===== src/rtl/uart_tx_sched.sv =====
// UART transmit scheduler: FIFO-buffers MMIO byte writes and drains them
// into a UART transmitter with a start/busy handshake and ack timeout.
//
// Parameters:
//   DEPTH_LOG2  - FIFO depth is 2**DEPTH_LOG2 entries
//   ACK_TIMEOUT - cycles to wait for tx_busy_i after tx_start_o (1..255)
// Ports:
//   clk_i, rst_ni       - clock, synchronous active-low reset
//   wr_en_i, wr_data_i  - MMIO byte write strobe and data
//   clr_ovf_i           - clears the sticky overflow flag
//   tx_busy_i           - transmitter busy (start .. stop bit)
//   tx_start_o          - one-cycle start pulse to the transmitter
//   tx_data_o           - byte presented to the transmitter
//   full_o, empty_o     - registered FIFO full / empty
//   level_o             - registered FIFO occupancy
//   overflow_o          - sticky: a write was dropped
//   timeout_o           - sticky: transmitter never acknowledged a start
// Build option:
//   UART_TX_SCHED_CRLF_EN - expand each popped LF (0x0A) into CR, LF
module uart_tx_sched #(
    parameter int DEPTH_LOG2  = 3,
    parameter int ACK_TIMEOUT = 15
) (
    input  logic                  clk_i,
    input  logic                  rst_ni,
    input  logic                  wr_en_i,
    input  logic [7:0]            wr_data_i,
    input  logic                  clr_ovf_i,
    input  logic                  tx_busy_i,
    output logic                  tx_start_o,
    output logic [7:0]            tx_data_o,
    output logic                  full_o,
    output logic                  empty_o,
    output logic [DEPTH_LOG2:0]   level_o,
    output logic                  overflow_o,
    output logic                  timeout_o
);

    localparam int DEPTH = 1 << DEPTH_LOG2;
    localparam logic [DEPTH_LOG2:0]   LVL_ONE  = (DEPTH_LOG2+1)'(1);
    localparam logic [DEPTH_LOG2:0]   LVL_FULL = (DEPTH_LOG2+1)'(DEPTH);
    localparam logic [DEPTH_LOG2-1:0] PTR_ONE  = DEPTH_LOG2'(1);
    localparam logic [7:0]            TMO_INIT = 8'(ACK_TIMEOUT);

    typedef enum logic [1:0] {
        IDLE,
        START,
        ACK,
        DONE
    } state_e;

    state_e                state_q, state_d;
    logic [7:0]            mem_q [DEPTH];
    logic [DEPTH_LOG2-1:0] wr_ptr_q, wr_ptr_d;
    logic [DEPTH_LOG2-1:0] rd_ptr_q, rd_ptr_d;
    logic [DEPTH_LOG2:0]   level_q, level_d;
    logic                  full_q, full_d;
    logic                  empty_q, empty_d;
    logic                  ovf_q, ovf_d;
    logic                  tmo_q, tmo_d;
    logic [7:0]            data_q, data_d;
    logic [7:0]            cnt_q, cnt_d;
    logic                  pop;
    logic                  push;
    logic                  drop;
`ifdef UART_TX_SCHED_CRLF_EN
    logic                  lf_q, lf_d;
`endif

    // FSM: pops from the head only in IDLE, using the registered empty
    // flag so a fresh write is seen one cycle later.
    always_comb begin
        state_d = state_q;
        data_d  = data_q;
        cnt_d   = cnt_q;
        tmo_d   = tmo_q;
        pop     = 1'b0;
`ifdef UART_TX_SCHED_CRLF_EN
        lf_d    = lf_q;
`endif
        unique case (state_q)
            IDLE: begin
                if (!empty_q && !tx_busy_i) begin
                    pop     = 1'b1;
                    data_d  = mem_q[rd_ptr_q];
                    state_d = START;
`ifdef UART_TX_SCHED_CRLF_EN
                    if (mem_q[rd_ptr_q] == 8'h0A) begin
                        data_d = 8'h0D;
                        lf_d   = 1'b1;
                    end
`endif
                end
            end
            START: begin
                cnt_d   = TMO_INIT;
                state_d = ACK;
            end
            ACK: begin
                if (tx_busy_i) begin
                    state_d = DONE;
                end else begin
                    cnt_d = cnt_q - 8'd1;
                    // counter reaching zero: give up on this byte
                    if (cnt_q == 8'd1) begin
                        tmo_d   = 1'b1;
                        state_d = IDLE;
`ifdef UART_TX_SCHED_CRLF_EN
                        lf_d    = 1'b0;
`endif
                    end
                end
            end
            DONE: begin
                if (!tx_busy_i) begin
                    state_d = IDLE;
`ifdef UART_TX_SCHED_CRLF_EN
                    // CR finished: send the held LF without a new pop
                    if (lf_q) begin
                        data_d  = 8'h0A;
                        lf_d    = 1'b0;
                        state_d = START;
                    end
`endif
                end
            end
            default: state_d = IDLE;
        endcase
    end

    // FIFO bookkeeping; a pop frees the slot a same-cycle push needs
    always_comb begin
        push     = wr_en_i && (!full_q || pop);
        drop     = wr_en_i && full_q && !pop;
        wr_ptr_d = push ? wr_ptr_q + PTR_ONE : wr_ptr_q;
        rd_ptr_d = pop  ? rd_ptr_q + PTR_ONE : rd_ptr_q;
        level_d  = level_q;
        if (push && !pop) level_d = level_q + LVL_ONE;
        if (pop && !push) level_d = level_q - LVL_ONE;
        full_d   = (level_d == LVL_FULL);
        empty_d  = (level_d == '0);
        ovf_d    = ovf_q;
        if (clr_ovf_i) ovf_d = 1'b0;
        if (drop)      ovf_d = 1'b1;
    end

    always_ff @(posedge clk_i) begin
        if (push) mem_q[wr_ptr_q] <= wr_data_i;
    end

    always_ff @(posedge clk_i) begin
        if (!rst_ni) begin
            state_q  <= IDLE;
            wr_ptr_q <= '0;
            rd_ptr_q <= '0;
            level_q  <= '0;
            full_q   <= 1'b0;
            empty_q  <= 1'b1;
            ovf_q    <= 1'b0;
            tmo_q    <= 1'b0;
            data_q   <= 8'h00;
            cnt_q    <= 8'h00;
`ifdef UART_TX_SCHED_CRLF_EN
            lf_q     <= 1'b0;
`endif
        end else begin
            state_q  <= state_d;
            wr_ptr_q <= wr_ptr_d;
            rd_ptr_q <= rd_ptr_d;
            level_q  <= level_d;
            full_q   <= full_d;
            empty_q  <= empty_d;
            ovf_q    <= ovf_d;
            tmo_q    <= tmo_d;
            data_q   <= data_d;
            cnt_q    <= cnt_d;
`ifdef UART_TX_SCHED_CRLF_EN
            lf_q     <= lf_d;
`endif
        end
    end

    assign tx_start_o = (state_q == START);
    assign tx_data_o  = data_q;
    assign full_o     = full_q;
    assign empty_o    = empty_q;
    assign level_o    = level_q;
    assign overflow_o = ovf_q;
    assign timeout_o  = tmo_q;

endmodule


===== config.mk =====
export PLATFORM = sky130hd
export DESIGN_NAME = uart_tx_sched
export DESIGN_NICKNAME = d
export VERILOG_FILES = /design/src/rtl/uart_tx_sched.sv
export SDC_FILE = /design/constraint.sdc
export NUM_CORES = 1
export LEC_CHECK = 0
export BUFFER_PORTS_ARGS = -buffer_cell sky130_fd_sc_hd__clkbuf_2
export CORE_MARGIN = 3
export CORE_UTILIZATION = 35
export DETAILED_ROUTE_END_ITERATION = 6
export RECOVER_POWER = 50
export SLEW_MARGIN = 20
export SYNTH_ARGS = -nofsm -noshare
export SYNTH_HDL_FRONTEND = slang
export SYNTH_SLANG_ARGS = --single-unit

===== constraint.sdc =====
create_clock -name clk_i -period 4.31 [get_ports clk_i]
set_input_delay 0.2155 -clock clk_i [delete_from_list [all_inputs] [get_ports clk_i]]
set_output_delay 0.2155 -clock clk_i [all_outputs]
set_load 0.02 [all_outputs]

==> After elaboration in Yosys (flattened, before gate mapping) <==
Memory sizes are Yosys's and may differ from the RTL's. A register that Yosys moved wholly into a read port is not among the register bits.
Index checks and enable logic that the tools add are counted.
{ "classes": {"add_sub_neg": 5, "eq_ne": 9, "n_mux": 15, "n_bitwise": 1, "reduce_logical": 21} }
{ "op_table": {"columns": ["op", "count"], "rows": [
  ["$pmux W8 S2", 1],
  ["$eq A8 B1 Y1 const B", 1],
  ["$mux W2", 4],
  ["$mux W4", 2],
  ["$mux W8", 1],
  ["$pmux W2 S4", 1],
  ["$sub A8 B1 Y8 const B", 1],
  ["$add A3 B1 Y3 const B", 2],
  ["$logic_and A1 B1 Y1", 6],
  ["$logic_not A1 Y1", 6],
  ["$mux W1", 6],
  ["$ne A2 B2 Y1 const B", 3],
  ["$reduce_and A3 Y1", 2],
  ["$add A4 B1 Y4 const B", 1],
  ["$eq A2 B2 Y1 const B", 2],
  ["$eq A4 B4 Y1 const B", 1],
  ["$logic_not A4 Y1", 1],
  ["$reduce_and A2 Y1", 2],
  ["$reduce_bool A2 Y1", 2],
  ["$sub A4 B1 Y4 const B", 1],
  ["$ne A3 B3 Y1 const B", 1],
  ["$eq A2 B1 Y1 const B", 1],
  ["$logic_not A2 Y1", 1],
  ["$logic_or A1 B1 Y1", 1],
  ["$not A1 Y1", 1]
]} }
{ "totals": {"reg_bits": 24, "ram_bits": 64, "input_bits": 13, "output_inout_bits": 17, "elab_cells": 61, "n_memories": 1} }
{ "memory_table": {"columns": ["memory", "depth", "width", "rd", "rd_clocked_by_memory_dff", "write_ports", "line_no", "source"], "rows": [
  ["mem_q", 8, 8, 1, 1, 1, "53", "logic [7:0] mem_q [DEPTH];"]
]} }

==> Logic depth before layout (Yosys ltp) <==
Gate-level depths: netlist of run 1.
{ "logic_depth": {"ltp_word": 10, "ltp_mapped": 6, "mapped_depth_nobuf": 6} }

==> Least setup slack after synthesis of run 1 <==
Ideal clock, no wire load.
{ "synth_path": {"kind": "reg-to-reg", "startpoint": "reg state_q[0]", "endpoint": "mem mem_q[0][0] (enable)", "setup_ns": 0.383, "arrival_time_ns": 1.975, "required_time_ns": 3.927, "slack_ns": 1.951, "stages_incl_launch_ff": 6, "n_path_buf": 1, "period_less_slack_ns": 2.359, "path_cell_list": "dfxtp_1 > buf_6 > o41ai_1 > nand2_1 > or2_1 > nor3_1"} }
{ "synth_between": {"elab_chain_cells": 6} }
{ "synth_rtl": {"columns": ["item", "line_no", "source"], "rows": [
  ["start, declared", "52", "state_e state_q, state_d;"],
  ["start signal, assigned", "167", "state_q <= state_d;"],
  ["$logic_not A2 Y1", "81", "unique case (state_q)"],
  ["$mux W1", "81", null],
  ["$logic_or A1 B1 Y1", "133", "push = wr_en_i && (!full_q || pop);"],
  ["$logic_and A1 B1 Y1", "133", null],
  ["$mux W1", "148", "if (push) mem_q[wr_ptr_q] <= wr_data_i;"],
  ["$mux W1 (implied by the code)", "148", null],
  ["end, declared", "53", null]
]} }
Every way passes these cells.

==> Worst setup path in the final report of run 1 <==
{ "layout_path": {"startpoint": "reg state_q[1]", "endpoint": "mem mem_q[6][7] (enable)"} }
Same word-level chain as after synthesis.

==> results list, run 1 <==
* Detailed-route wire length per cell: 16.7 um
- Data on the critical path is required at its endpoint by 4280 ps.
* Peak clock frequency supported by timing: 386 MHz
- For this run, the post-layout net count is 322.
- Count of inserted antenna diode cells: 0
* Vertical die dimension: 112 um
- Summed over all failing endpoints, the final setup total negative slack is 0 ps.
* Synthesis-stage register bit count: 96
- The tool flagged a number of max-cap violations equal to 0.
* Slowest stage cell, crit path: sky130_fd_sc_hd__o41ai_1
- Share of the clock period used by the worst path after layout: 60.1%
- GP Congestion: 0.702
- Synthesis produced a netlist with a net count of 293.
- Slowest cell delay on critical path: 740 ps
- For this run, the number of Yosys warnings is 0.
* Share of synthesized area occupied by flip-flops and latches: 65.1%
- The initial antenna violation count came to 0.
* Critical Path, Cell by Cell: o41ai_1 -> nand2_1 -> or2_1 -> nor2_1
- At the pin with the least slew margin, the transition time is 1100 ps.
- Once placement completed, the tool counted placed cells totaling 432.
- Total DRC errors in the routed layout: 0
- Pre-Repair DR Iteration Count: 4
- Summed over its instances, the top area cell type makes up 48.8% of the synthesized netlist area.
* Buffer cell driving the clock tree root: sky130_fd_sc_hd__clkbuf_16
- Path type of the worst min-delay path: in -> reg
- Synthesis handed over a netlist of 274 instances.
- The routed design has 7480 um of wire.
- Clock sink count: 96
- Unrepaired setup endpoints after global routing: false
- The detailed router finished its first iteration with 125 violations.
- Area of the die: 0.0126 mm^2
* Dominant synthesized flop cell: sky130_fd_sc_hd__edfxtp_1
* TritonCTS clock tree: built
* Top cell type by total area after synthesis: sky130_fd_sc_hd__edfxtp_1
- Cells fill 41.0% of the core in the end.
- Along the worst path, the maximum fanout reaches 15.
- At the placement stage, the worst setup path has a slack of 1640 ps.
- In this run the standard cell core region covers 0.0109 mm^2.
* Fraction of registers with async set or reset after synthesis: 0%
- Buffers placed on the I/O ports in this run total 29.
* Hold violation total from the final report: 0
- Pwr per Cell Area: 502 mW/mm^2
* Distinct cells, synth: 40
- Counting I/O delays and the setup requirement, the final critical path takes 2590 ps.
* Vias after detailed routing: 2244
* Power consumption: 2.25 mW
* Initial core utilization: 36.0%
- Largest net degree at the start of global routing: 25
- Proportion of layout cells with a drive suffix above 1: 14.3%
- Post-CTS setup repair buffer count: 0
* Placement Rows: 38
- The flow ran to the end, and the final reports show no timing, DRC or antenna violations.
- For this design the static power due to leakage is 1.44 nW.
* Die width: 112 um
- Cell Area, Synth: 0.00394 mm^2
* Worst setup path category: reg -> reg
- The detail route stage leaves a number of antenna-violating nets equal to 0.
* Clock buffer depth: 2
* Clk Latency, worst-skew pair: 330 ps
- STA classifies the critical path startpoint as a flip-flop.
- For the worst setup path, the data arrival time is 2560 ps.
- All-Layer GR Usage: 12.8%
- In this run, post-CTS repair resized a total of 0 instances.
- The synthesized design contains 64 enable-type register cells.
- The number of global-route vias before repair was 2384.
- In the post-route analysis, the smallest setup slack over all paths is 1720 ps.
* Post-Route Skew: 5.29 ps
- The H-tree was split into 3 levels.
- Final count of negative-setup-slack endpoints: 0
- CTS clk-pin slew, worst paths: 70 ps
* Commonest non-fill, non-tap cells in the layout: sky130_fd_sc_hd__edfxtp_1, sky130_fd_sc_hd__dfxtp_1, sky130_fd_sc_hd__clkbuf_1, sky130_fd_sc_hd__a21oi_1, sky130_fd_sc_hd__nor2_1
* Fin cells: 448
* Total gr overflow: 0
- Kind of end point of the critical path: flip-flop
- The number of hold buffers added after CTS was 0.
- Using the TritonRoute via totals, the vias-per-cell ratio works out to 5.01.
* IO Pins: 30
- The HPWL after detailed placement is 5110 um.
- Number of buffers inserted during clock tree synthesis: 9
- After synthesis, the mean cell area works out to 14.4 um^2.
* First-pass GRT wire length: 12600 um
* Max-slew violation total from the final report: 0
- By area the synthesized netlist is led by sky130_fd_sc_hd__edfxtp_1, sky130_fd_sc_hd__dfxtp_1, sky130_fd_sc_hd__mux4_2.
* Highest ir drop seen on vdd: 0.226 mV
* Layout Area Growth over Synthesis: 13.9%
- Most common cell after layout, fill and taps aside: sky130_fd_sc_hd__edfxtp_1
* Relative slew margins: 26.6%
[state kept, by name, summed over array words and instances, names as in the netlist]
| register | cells |
|---|---|
| mem_q | 64 |
| rd_ptr_q | 3 |
| timeout_o | 1 |
| state_q | 2 |
| cnt_q | 8 |
| full_o | 1 |
| empty_o | 1 |
| level_o | 4 |
| overflow_o | 1 |
| wr_ptr_q | 3 |
| tx_data_o | 8 |
[cell usage after synthesis, drive strengths merged (3+ instances only)]
cell / n
or4: 3
nand2b: 6
nor2: 19
o211ai: 3
a21oi: 20
edfxtp: 64
nor3: 3
clkbuf: 9
nand3: 6
o21ai: 17
xor2: 6
mux2i: 12
nand3b: 3
nand2: 11
dfxtp: 32
ha: 6
buf: 5
nor3b: 4
inv: 8
mux4: 16
[area by class of cell]
class                      count  area, um^2
sequential                    96        2560
inverter                       8        30.0
clock inverter                 7        83.8
fill                        1011        6450
multi-input combinational    156        1270
clock buffer                   9         225
timing repair buffer          32         134
tap                          140         175
[critical path, delay by kind of cell, from the launching register on]
kind	cells	cell delay (ps)
compound gates	1	740
flops	1	430
simple gates	3	1060
[metrics by stage]
step	hold slack, ps	area, um^2
after detailed placement	471	4220
after floorplan	314	3940
after global routing	231	4490
after CTS	180	4520
final	197	4490
after global placement	466	4220
[worst paths after layout]
| kind | start | end | slack (ps) | cells past startpoint |
|---|---|---|---|---|
| max | state_q[1] | mem_q[6][7] | 1720 | 4 |
| min | clr_ovf_i | overflow_o | 200 | 4 |
| max reg2reg | state_q[1] | mem_q[6][7] | 1720 | 4 |
| min reg2reg | cnt_q[6] | cnt_q[6] | 480 | 2 |
[kinds of logic after synthesis]
logic type	count (synthesis)	share of synthesized area, %
xor+xnor	8	1.78
buf+inv	22	2.57
flops	96	65.1
simple gates	64	8.83
mux	30	12.8
compound gates	48	7.05
fa+ha+maj	6	1.91
[report_power, final]
group	internal, mW	leakage, nW	switching, mW	total, mW
Sequential	1.04	0.843	0.0606	1.10
Clock	0.461	0.149	0.354	0.815
Combinational	0.145	0.451	0.192	0.337
Total	1.65	1.44	0.607	2.25
[routing by layer]
| metal | track usage [%] | vias to the layer above | share of wire (%) |
|---|---|---|---|
| li1 | - | 1104 | - |
| met1 | 16.7 | 1107 | 45 |
| met2 | 21.2 | 31 | 51 |
| met3 | 3.29 | 2 | 3.6 |
| met4 | 4.01 | 0 | 0.61 |
| met5 | 0 | - | 0 |
Note: power is estimated with default switching activity, not from simulation.
==> run 2, diff against run 1 <==
- ABC_AREA: default -> 1
- clock period: 4.31 -> 2.3 ns (I/O delays scaled with it)
==> results list, run 2 <==
* Hold violation total from the final report: 0 (unchanged)
- The period utilization is 75.3% (+15 points).
- Most common cell after layout, fill and taps aside: sky130_fd_sc_hd__nor2_1
* Fraction of registers with async set or reset after synthesis: 0% (unchanged)
* Warnings from Yosys: 0 (unchanged)
- The critical path is of the reg -> reg type.
- The maximum fanout encountered on the critical timing path was 10 (-5).
- Via-to-Cell Ratio: 5.09 (+1.6%)
- Post-CTS setup repair buffer count: 0 (unchanged)
- The final global-route overflow total is 0 (unchanged).
- CTS clk-pin slew, worst paths: 70 ps (about the same)
- Proportion of layout cells with a drive suffix above 1: 12.6% (-1.7 points)
- The vertical die dimension is 114 um (+1.7%).
- The final layout net count was 451 (+40%).
- Req. time, crit path: 2590 ps (-1690 ps)
* Transition time of the tightest slew-check pin: 701 ps (-400 ps)
- Post-Route Hold Slack: 33.2 ps (-164 ps)
- Setup repair after global routing left no endpoint under its margin.
- Count of buffers from port buffering: 29 (unchanged)
* Clock buffer depth: 2 (unchanged)
- The proportion of netlist area held by the largest area contributor was 47.1% (-1.7 points).
- Peak clock frequency supported by timing: 577 MHz (+50%)
* Slowest cell delay on critical path: 540 ps (-200 ps)
- Slowest stage cell, crit path: sky130_fd_sc_hd__nor2_1
* Most repeated library cell on the critical path: sky130_fd_sc_hd__inv_1
- The total I/O pin count was 30 (unchanged).
- Area of the die: 0.0130 mm^2 (+3.4%)
- Compared with the post-synthesis result, the final layout area differs by 15.1%.
- The worst setup slack after layout came to 568 ps (-1150 ps).
- Counting flops per register, the top entry is mem_q.
* Gates resized, CTS repair: 0 (unchanged)
* Buffer cell driving the clock tree root: sky130_fd_sc_hd__clkbuf_16
- Largest net degree at the start of global routing: 35 (+40%)
- Synth area leaders: sky130_fd_sc_hd__edfxtp_1, sky130_fd_sc_hd__dfxtp_1, sky130_fd_sc_hd__nor2_1
* Detailed placement HPWL: 6320 um (+24%)
- The average footprint of a synthesized cell is 10.3 um^2 (-28%).
* Critical Path, Cell by Cell: inv_1 -> nand2_2 -> nor2_1 -> inv_2 -> nor2_4 -> a21oi_1 -> o21ai_1 -> nand2_1 -> inv_1
* Commonest non-fill, non-tap cells in the layout: sky130_fd_sc_hd__nor2_1, sky130_fd_sc_hd__edfxtp_1, sky130_fd_sc_hd__nand2_1, sky130_fd_sc_hd__o21ai_0, sky130_fd_sc_hd__dfxtp_1
* CP startpoint kind: flip-flop
- Number of global-route vias before repair: 2901 (+22%)
- Max Cap Viol: 0 (unchanged)
- The average wire length per cell after detail routing is 15.8 um (-5.2%).
- Counting instances in the post-synthesis netlist gives the leading cell types as sky130_fd_sc_hd__nor2_1, sky130_fd_sc_hd__edfxtp_1, sky130_fd_sc_hd__nand2_1.
- Run status: finished, final reports clean
- The leakage dissipation came to 1.66 nW (+15%).
- The worst setup path is captured at a flip-flop.
- DRT antenna net count: 0 (unchanged)
- Post-Syn Instances: 395 (+44%)
- The normalized max-slew margin is 53.1% (+27 points).
- The tightest min-delay check is of the in -> reg type.
- The initial antenna violation count came to 0 (unchanged).
- Count of inserted antenna diode cells: 0 (unchanged)
- CORE AREA: 0.0111 mm^2 (+1.7%)
* All-Layer GR Usage: 14.7% (+1.9 points)
* TritonCTS clock tree: built
- The total wirelength of the detailed-routed design came to 9130 um (+22%).
- The DRC marker count from the first detailed-route iteration is 269 (+120%).
* Vias after detailed routing: 2936 (+31%)
- The flip-flop count of the largest register, all copies and words added was 64 (unchanged).
- The peak supply drop is 0.368 mV (+62%).
- Share of synthesized area occupied by flip-flops and latches: 62.8% (-2.3 points)
* Top-count cell post-synth: sky130_fd_sc_hd__nor2_1
- The summed instance area of the synthesized netlist is 0.00408 mm^2 (+3.6%).
- The number of buffers inserted for hold repair after clock tree synthesis came to 0 (unchanged).
- The number of core rows is 38 (unchanged).
- The clock period minus worst slack is 1730 ps (-857 ps).
* End-of-flow core utilization: 42.2% (+1.2 points)
* Number of enable flip-flop cells after synthesis: 64 (unchanged)
- Aggregate negative setup slack: 0 ps (unchanged)
- Synthesized Nets: 414 (+41%)
- Number of buffers inserted during clock tree synthesis: 9 (unchanged)
- The wire length of the first global-routing pass was 14600 um (+16%).
- Critical path arrival: 2020 ps (-540 ps)
* Final count of negative-setup-slack endpoints: 0 (unchanged)
- Pre-Repair DR Iteration Count: 4 (unchanged)
- Die width: 114 um (+1.7%)
* Post-Route Skew: 10.0 ps (+4.73 ps)
* Pwr per Cell Area: 1080 mW/mm^2 (+120%)
* Total DRC errors in the routed layout: 0 (unchanged)
* GP Congestion: 0.814 (+16%)
- Synthesis-stage register bit count: 96 (unchanged)
* Clk Latency, worst-skew pair: 340 ps (about the same)
- The number of pins exceeding their max-slew limit in the final report was 0 (unchanged).
- Dominant synthesized flop cell: sky130_fd_sc_hd__edfxtp_1
- Clock sink count: 96 (unchanged)
- The worst slack after detailed placement was 581 ps (-1060 ps).
- The initial core utilization was 36.7% (+0.67 points).
- The deepest level of the CTS H-tree was 3 (unchanged).
- The number of different library cells in the post-synthesis netlist came to 30 (-25%).
* Top cell type by total area after synthesis: sky130_fd_sc_hd__edfxtp_1
-- run 2: cell families after synthesis --
logic type	count (synthesis)	share of synthesized area [%]
and+or+nand+nor	156	18.1
AOI/OAI and AO/OA	89	12.6
adders and majority gates	6	1.84
buffers and inverters	48	4.66
DFF	96	62.8
-- run 2: stage by stage --
step	instances	power, mW	instance area (um^2)
4_1_cts	577	5.13	4730
6_report	577	5.07	4690
3_5_place_dp	561	3.57	4420
5_1_grt	577	5.39	4690
3_3_place_gp	561	3.53	4420
2_1_floorplan	395	3.18	4080
-- run 2: layout make-up --
| class | instances | area, um^2 |
|---|---|---|
| Multi-Input combinational cell | 251 | 1320 |
| Inverter | 34 | 128 |
| Clock buffer | 10 | 229 |
| Fill cell | 1081 | 6430 |
| Clock inverter | 6 | 83.8 |
| Tap cell | 140 | 175 |
| Sequential cell | 96 | 2560 |
| Timing Repair Buffer | 40 | 196 |
-- run 2: final timing paths --
check / end / slack [ps] / cells past startpoint / start
worst max-delay path: cnt_q[3] / 570 / 9 / state_q[0]
worst min-delay path: overflow_o / 30 / 4 / clr_ovf_i
worst max register to register: cnt_q[3] / 570 / 9 / state_q[0]
worst min register to register: cnt_q[7] / 460 / 2 / cnt_q[7]
-- run 2: where the power goes --
group	total (mW)	internal (mW)	leakage, nW	switching (mW)
registers	2.14	2.01	0.843	0.125
logic	1.37	0.422	0.667	0.946
clock network	1.57	0.947	0.146	0.620
total	5.07	3.38	1.66	1.69
-- run 2: per-layer routing --
layer  vias to the layer above  routed length, um  track usage [%]
met5                         -                  0                0
met4                         0                244             6.41
met3                        19                497             2.60
met2                        61               4590             25.3
met1                      1405               3800             18.2
li1                       1451                  -                -
-- run 2: worst max-delay path, delay by kind of cell (launching register included) --
| family | cells | cell delay, ps |
|---|---|---|
| and+or+nand+nor | 4 | 820 |
| buffers and inverters | 3 | 380 |
| DFF | 1 | 340 |
| AOI/OAI and AO/OA | 2 | 140 |
